### config.mk
export PLATFORM = sky130hd
export DESIGN_NAME = vec_result_serializer
export DESIGN_NICKNAME = d
export VERILOG_FILES = /design/src/rtl/vec_result_serializer.sv
export SDC_FILE = /design/constraint.sdc
export NUM_CORES = 1
export LEC_CHECK = 0
export ABC_AREA = 1
export CORE_ASPECT_RATIO = 1.2
export CORE_MARGIN = 2
export CORE_UTILIZATION = 54
export DETAILED_ROUTE_END_ITERATION = 12
export MAX_ROUTING_LAYER = met4
export PLACE_DENSITY = 0.84
export SLEW_MARGIN = 20
export SYNTH_ARGS = -nofsm -noshare
export SYNTH_HDL_FRONTEND = slang
export SYNTH_SLANG_ARGS = --single-unit
### constraint.sdc
create_clock -name clk -period 4.9 [get_ports clk]
set_input_delay 0.98 -clock clk [delete_from_list [all_inputs] [get_ports clk]]
set_output_delay 0.98 -clock clk [all_outputs]
set_load 0.005 [all_outputs]
### src/rtl/vec_result_serializer.sv
// vec_result_serializer
//
// Captures one set of six vector results (res1..res4 wide, res5..res6 narrow)
// with a valid/ready handshake and streams them out as a byte-wide frame. Byte
// order is res1..res6, each MSB byte first. Completed frames are counted in a
// wrapping 16-bit counter.
//
// Optional feature: define VEC_SER_CHECKSUM_EN to append one extra byte, the XOR
// of all data bytes. tx_last then marks the checksum byte only.
//
// Ports:
//   clk          clock, rising edge
//   rst          asynchronous active-high reset
//   in_valid     result set on res1..res6 is valid
//   in_ready     block can capture a result set (IDLE and not in reset)
//   res1..res4   wide results, WIDE_W bits
//   res5..res6   narrow results, NARROW_W bits
//   tx_valid     tx_data holds a valid byte
//   tx_ready     sink accepts the byte
//   tx_data      current frame byte
//   tx_last      current byte is the last byte of the frame
//   busy         frame in progress
//   frames_sent  count of completed frames, wraps

module vec_result_serializer #(
  parameter int unsigned WIDE_W   = 16,
  parameter int unsigned NARROW_W = 8
) (
  input  logic                clk,
  input  logic                rst,
  input  logic                in_valid,
  output logic                in_ready,
  input  logic [WIDE_W-1:0]   res1,
  input  logic [WIDE_W-1:0]   res2,
  input  logic [WIDE_W-1:0]   res3,
  input  logic [WIDE_W-1:0]   res4,
  input  logic [NARROW_W-1:0] res5,
  input  logic [NARROW_W-1:0] res6,
  output logic                tx_valid,
  input  logic                tx_ready,
  output logic [7:0]          tx_data,
  output logic                tx_last,
  output logic                busy,
  output logic [15:0]         frames_sent
);

  localparam int unsigned NData = (4 * WIDE_W + 2 * NARROW_W) / 8;
`ifdef VEC_SER_CHECKSUM_EN
  localparam int unsigned NTotal = NData + 1;
`else
  localparam int unsigned NTotal = NData;
`endif
  localparam int unsigned  FrameW  = NTotal * 8;
  localparam int unsigned  IdxW    = $clog2(NTotal);
  localparam logic [IdxW-1:0] LastIdx = IdxW'(NTotal - 1);

  typedef enum logic [0:0] {StIdle, StSend} state_e;

  state_e              state_q, state_d;
  logic [FrameW-1:0]   frame_q;
  logic [IdxW-1:0]     idx_q;
  logic [15:0]         frames_q;

  logic [NData*8-1:0]  data_in;
  logic [FrameW-1:0]   load_val;
  logic                capture;
  logic                send_hs;
  logic                at_last;

  assign data_in = {res1, res2, res3, res4, res5, res6};

`ifdef VEC_SER_CHECKSUM_EN
  logic [7:0] csum;

  always_comb begin
    csum = '0;
    for (int i = 0; i < int'(NData); i++) begin
      csum = csum ^ data_in[i*8 +: 8];
    end
  end

  assign load_val = {data_in, csum};
`else
  assign load_val = data_in;
`endif

  assign capture = in_valid && (state_q == StIdle);
  assign send_hs = (state_q == StSend) && tx_ready;
  assign at_last = (idx_q == LastIdx);

  // State register
  always_ff @(posedge clk or posedge rst) begin
    if (rst) begin
      state_q <= StIdle;
    end else begin
      state_q <= state_d;
    end
  end

  // Next-state logic
  always_comb begin
    state_d = state_q;
    unique case (state_q)
      StIdle:  if (capture) state_d = StSend;
      StSend:  if (send_hs && at_last) state_d = StIdle;
      default: state_d = StIdle;
    endcase
  end

  // Frame shift register, byte index and frame counter. The frame is shifted
  // left on each accepted byte so the outgoing byte is always the top byte.
  always_ff @(posedge clk or posedge rst) begin
    if (rst) begin
      frame_q  <= '0;
      idx_q    <= '0;
      frames_q <= '0;
    end else if (capture) begin
      frame_q <= load_val;
      idx_q   <= '0;
    end else if (send_hs) begin
      frame_q <= {frame_q[FrameW-9:0], 8'h00};
      if (at_last) begin
        idx_q    <= '0;
        frames_q <= frames_q + 16'd1;
      end else begin
        idx_q <= idx_q + IdxW'(1);
      end
    end
  end

  // Outputs decoded from registered state only
  always_comb begin
    in_ready = 1'b0;
    tx_valid = 1'b0;
    busy     = 1'b0;
    tx_last  = 1'b0;
    tx_data  = 8'h00;
    unique case (state_q)
      StIdle: in_ready = ~rst;
      StSend: begin
        tx_valid = 1'b1;
        busy     = 1'b1;
        tx_last  = at_last;
        tx_data  = frame_q[FrameW-1 -: 8];
      end
      default: ;
    endcase
  end

  assign frames_sent = frames_q;

endmodule
* Word level (Yosys, flattened, before mapping) *
Index checks and enable logic that the tools add are counted.

word-level totals
  register bits after elaboration = 101
  input port bits = 84
  logic and storage cells = 27

cells by class
  multiplexer cells = 12
  add/subtract/negate cells = 2
  bitwise gates (word level) = 3
  reduce and logical (&&, ||, !) cells = 5
  eq/ne operators = 1

operators by type and width
  cell                   count
  $mux 80                2
  $add 16x1->16 const B  1
  $mux 4                 3
  $mux 8                 1
  $mux 1                 5
  $add 4x1->4 const B    1
  $eq 4x4->1 const B     1
  $logic_and 1x1->1      3
  $not 1->1              3
  $reduce_and 3->1       1
  $pmux 1 s2             1
  $reduce_bool 2->1      1

* Longest topological paths before layout *
  word-level depth = 4
  gate-level depth with buffers = 9
  gate-level depth less buffers = 9

* Worst setup path before layout *
OpenSTA, ideal clock, no wires.

  path type = input to output
  from = input rst
  to = output in_ready
  stages = 1
  setup slack = 2.845 ns
  arrival = 1.075 ns
  cells stage by stage = nor2_1

between the ends
  word-level cells in the longest chain between the ends = 2

RTL lines
  what             line  source
  start, declared  30    input logic rst,
  $not 1->1        139   StIdle: in_ready = ~rst;
  $mux 1           138   unique case (state_q)
  end, declared    32    output logic in_ready,

Every way passes these cells.

* Final worst setup path *
Same ends and word-level chain as after synthesis.

==> impl_results.html <==
<table>
<tr><th>Metric</th><th>Value</th></tr>
<tr><th colspan="2">Logic synthesis</th></tr>
<tr><td>Seq/Total Area, Yosys</td><td>0.516</td></tr>
<tr><td>Netlist cell types</td><td>23</td></tr>
<tr><td>Ranking of synthesized cells by area</td><td>dfrtp_1 52%, o21ai_0 11%, o21ai_1 11%</td></tr>
<tr><td>Mean Syn Cell Area</td><td>8.15 µm²</td></tr>
<tr><td>Synth Instances</td><td>601</td></tr>
<tr><td>Flop and latch count out of synthesis</td><td>101</td></tr>
<tr><td>Yosys top cell by area</td><td>dfrtp_1</td></tr>
<tr><td>Post-Syn Area</td><td>4900 µm²</td></tr>
<tr><td>Area fraction of the dominant cell type after synthesis</td><td>0.516</td></tr>
<tr><td>Count of warnings emitted by yosys</td><td>0</td></tr>
<tr><td>Synthesized Nets</td><td>688</td></tr>
<tr><th colspan="2">Critical path</th></tr>
<tr><td>Critical path buffer and inverter count</td><td>2</td></tr>
<tr><td>Category of the most critical setup path</td><td>in -&gt; out</td></tr>
<tr><td>Kind of start point of the critical path</td><td>primary input</td></tr>
<tr><td>Required time of the critical path</td><td>3920 ps</td></tr>
<tr><td>Arrival time of the worst setup path</td><td>2050 ps</td></tr>
<tr><td>Critical path, cell by cell</td><td>clkdlybuf4s50_1 -&gt; nor2_1 -&gt; clkdlybuf4s50_1</td></tr>
<tr><td>Worst Path Max Fanout</td><td>2</td></tr>
<tr><td>Slowest cell delay on critical path</td><td>510 ps</td></tr>
<tr><td>Most common cell on crit path</td><td>clkdlybuf4s50_1</td></tr>
<tr><td>CP top delay family</td><td>buffers and inverters</td></tr>
<tr><td>Cell with the largest stage delay on the worst path</td><td>clkdlybuf4s50_1</td></tr>
<tr><td>Crit path capture type</td><td>output pin</td></tr>
<tr><th colspan="2">Power</th></tr>
<tr><td>Part of the power in registers</td><td>0.471</td></tr>
<tr><td>Switch Pwr</td><td>0.000839 W</td></tr>
<tr><td>Worst supply voltage drop on vdd</td><td>0.234 mV</td></tr>
<tr><td>Power density cells</td><td>426 nW/µm²</td></tr>
<tr><td>P_leak</td><td>2.76 nW</td></tr>
<tr><td>Share of power burned in the clock network</td><td>0.228</td></tr>
<tr><td>Proportion of power drawn by combinational gates</td><td>0.301</td></tr>
<tr><td>Internal power summed over all cells</td><td>0.00180 W</td></tr>
<tr><td>Sw Share</td><td>0.318</td></tr>
<tr><th colspan="2">Hold path</th></tr>
<tr><td>Worst hold path class</td><td>reg -&gt; reg</td></tr>
<tr><th colspan="2">Job</th></tr>
<tr><td>Max-cap violations</td><td>0</td></tr>
<tr><th colspan="2">Clocking</th></tr>
<tr><td>H-tree depth reported by CTS</td><td>3</td></tr>
<tr><td>Number of setup buffers added after CTS</td><td>0</td></tr>
<tr><td>Resize count post-CTS</td><td>0</td></tr>
<tr><td>Max Root-Sink Buffers</td><td>2</td></tr>
<tr><td>Clock edge transition at the registers on the reported setup and hold paths</td><td>90 ps</td></tr>
<tr><td>Total CTS buffers</td><td>9</td></tr>
<tr><td>Hold_buf cts</td><td>0</td></tr>
<tr><td>Root buffer selected by CTS</td><td>clkbuf_8</td></tr>
<tr><td>Clk_lat worst skew</td><td>350 ps</td></tr>
<tr><td>Clock sink count</td><td>101</td></tr>
<tr><td>Clock tree from TritonCTS</td><td>done</td></tr>
<tr><th colspan="2">STA</th></tr>
<tr><td>Final hold slack</td><td>509 ps</td></tr>
<tr><td>Transition time at the pin with the least slew margin</td><td>1050 ps</td></tr>
<tr><td>Final count of hold timing violations</td><td>0</td></tr>
<tr><td>Final period demand of the worst path</td><td>3030 ps</td></tr>
<tr><td>Count of final setup violators</td><td>0</td></tr>
<tr><td>Total count of max-transition violations in the final report</td><td>0</td></tr>
<tr><td>Setup repair after global routing missed its margin</td><td>false</td></tr>
<tr><td>Post-Route Setup TNS</td><td>0 ps</td></tr>
<tr><td>Slew HR</td><td>0.302</td></tr>
<tr><td>Period utilization</td><td>0.619</td></tr>
<tr><td>Worst Skew</td><td>6.89 ps</td></tr>
<tr><td>Max frequency</td><td>0.330 GHz</td></tr>
<tr><th colspan="2">Finish</th></tr>
<tr><td>Area added between synthesis and finish</td><td>26.6%</td></tr>
<tr><td>Non-Filler Instances</td><td>815</td></tr>
<tr><td>Fraction of final layout cells sized beyond drive strength 1</td><td>0.0403</td></tr>
<tr><td>Final net count</td><td>778</td></tr>
<tr><td>Antenna fix cells</td><td>0</td></tr>
<tr><th colspan="2">Floorplanning</th></tr>
<tr><td>Placeable core region</td><td>8940 µm²</td></tr>
<tr><td>Initial core utilization</td><td>0.548</td></tr>
<tr><td>Die footprint</td><td>9850 µm²</td></tr>
<tr><td>Horizontal die dimension</td><td>91.0 µm</td></tr>
<tr><td>Die outline height</td><td>108 µm</td></tr>
<tr><td>Rows</td><td>38</td></tr>
<tr><td>Number of placed I/O pins</td><td>112</td></tr>
<tr><th colspan="2">Drt</th></tr>
<tr><td>Count of vias placed by the detailed router</td><td>4401</td></tr>
<tr><td>Via density per instance</td><td>5.40</td></tr>
<tr><td>Starting DRT DRC Count</td><td>290</td></tr>
<tr><td>Residual antenna-violating net count after detailed routing</td><td>0</td></tr>
<tr><td>Total wire length</td><td>11600 µm</td></tr>
<tr><td>Routed wire per std cell</td><td>14.2 µm</td></tr>
<tr><td>First-pass detailed-route iteration total</td><td>5</td></tr>
<tr><td>DRC</td><td>0</td></tr>
<tr><th colspan="2">GRT</th></tr>
<tr><td>Number of global-route vias before repair</td><td>4181</td></tr>
<tr><td>Tot GR Track Use</td><td>0.250</td></tr>
<tr><td>Antenna violations before repair</td><td>0</td></tr>
<tr><td>Wire length of the first global-routing pass</td><td>19200 µm</td></tr>
<tr><td>Largest net degree at the start of global routing</td><td>136</td></tr>
<tr><td>Aggregate global routing overflow</td><td>0</td></tr>
<tr><th colspan="2">Outcome</th></tr>
<tr><td>Result of the run</td><td>complete, no violations</td></tr>
<tr><th colspan="2">Placed design</th></tr>
<tr><td># placed instances</td><td>800</td></tr>
<tr><td>Port Buffer Count</td><td>111</td></tr>
<tr><td>HPWL after DPL</td><td>8010 µm</td></tr>
<tr><td>Weighted congestion reported at the end of routability-driven placement</td><td>0.886</td></tr>
</table>
-- cells in the mapped netlist, drive strengths merged --
master / instances
a21oi: 12
buf: 16
clkbuf: 18
dfrtp: 101
ha: 3
inv: 102
nand2: 83
nand3: 10
nand3b: 2
nand4: 4
nor2: 31
o21ai: 208
o22ai: 2
xnor2: 3
xor2: 6
-- metal layers --
layer | global-route usage | part of all wire
met5 | - | 0
met4 | 0.0963 | 0.025
met3 | 0.0404 | 0.045
met2 | 0.420 | 0.52
met1 | 0.308 | 0.41
-- final timing paths --
check	slack, ps	startpoint	to	cells past startpoint
setup / recovery	1870	rst	in_ready	3
hold / removal	510	frame_q[72]	frame_q[72]	2
setup reg to reg	2410	state_q	frame_q[43]	5
hold reg to reg	510	frame_q[72]	frame_q[72]	2
max in group asynchronous	2810	rst	frame_q[16]	3
min in group asynchronous	1210	rst	frame_q[76]	2
-- power groups by stage --
| stage | clock network (W) | logic, W | registers, W |
|---|---|---|---|
| 4_1_cts | 0.000612 | 0.000798 | 0.00124 |
| 5_1_grt | 0.000648 | 0.000907 | 0.00127 |
| 3_3_place_gp | 0 | 0.000748 | 0.00124 |
| 2_1_floorplan | 0 | 0.000527 | 0.00121 |
| 6_report | 0.000601 | 0.000796 | 0.00124 |
| 3_5_place_dp | 0 | 0.000787 | 0.00125 |
-- per-stage QoR --
stage | cell area, µm² | total power, W | setup slack [ps] | utilization
floorplan | 4900 | 0.00174 | 1270 | -
global placement | 5970 | 0.00198 | 1590 | 0.668
detailed placement | 5980 | 0.00204 | 1720 | 0.669
CTS | 6200 | 0.00265 | 1850 | 0.694
global route | 6200 | 0.00283 | 1840 | 0.694
finish | 6200 | 0.00264 | 1870 | 0.694
-- logic make-up after synthesis --
| group | after synthesis | synth area share |
|---|---|---|
| compound gates | 222 | 0.227 |
| buf+inv | 136 | 0.121 |
| simple gates | 130 | 0.112 |
| flops | 101 | 0.516 |
| fa+ha+maj | 3 | 0.00766 |
| xor+xnor | 9 | 0.0161 |
-- layout make-up --
| cell class | count | area (µm²) |
|---|---|---|
| inverter | 102 | 390 |
| timing repair buffer | 113 | 1130 |
| sequential | 101 | 2530 |
| tap | 120 | 150 |
| fill | 746 | 2730 |
| multi-input combinational | 364 | 1780 |
| clock inverter | 5 | 100 |
| clock buffer | 10 | 128 |
-- flip-flops by register name, summed over array words and instances, names as in the netlist --
register and count:
frame_q 80, frames_sent 16, idx_q 4, state_q 1
-- layout by cell type (no fill, tap or decap), drive strengths merged --
cell type and count:
xor2 6, nand3b 2, ha 3, clkdlybuf4s50 111
o22ai 2, xnor2 3, nand2 83, bufinv 3
nor2 31, o21ai 208, buf 2, dfrtp 101
nand4 4, inv 102, a21oi 12, clkbuf 10
nand3 10, clkinv 2
-- worst reg2reg max path: stages, from the launching register on --
cell and delay, ps:
dfrtp_1 670, nor2_4 220, inv_4 770, o21ai_0 450, o21ai_1 170, o21ai_1 90
Note: power is estimated with default switching activity, not from simulation.
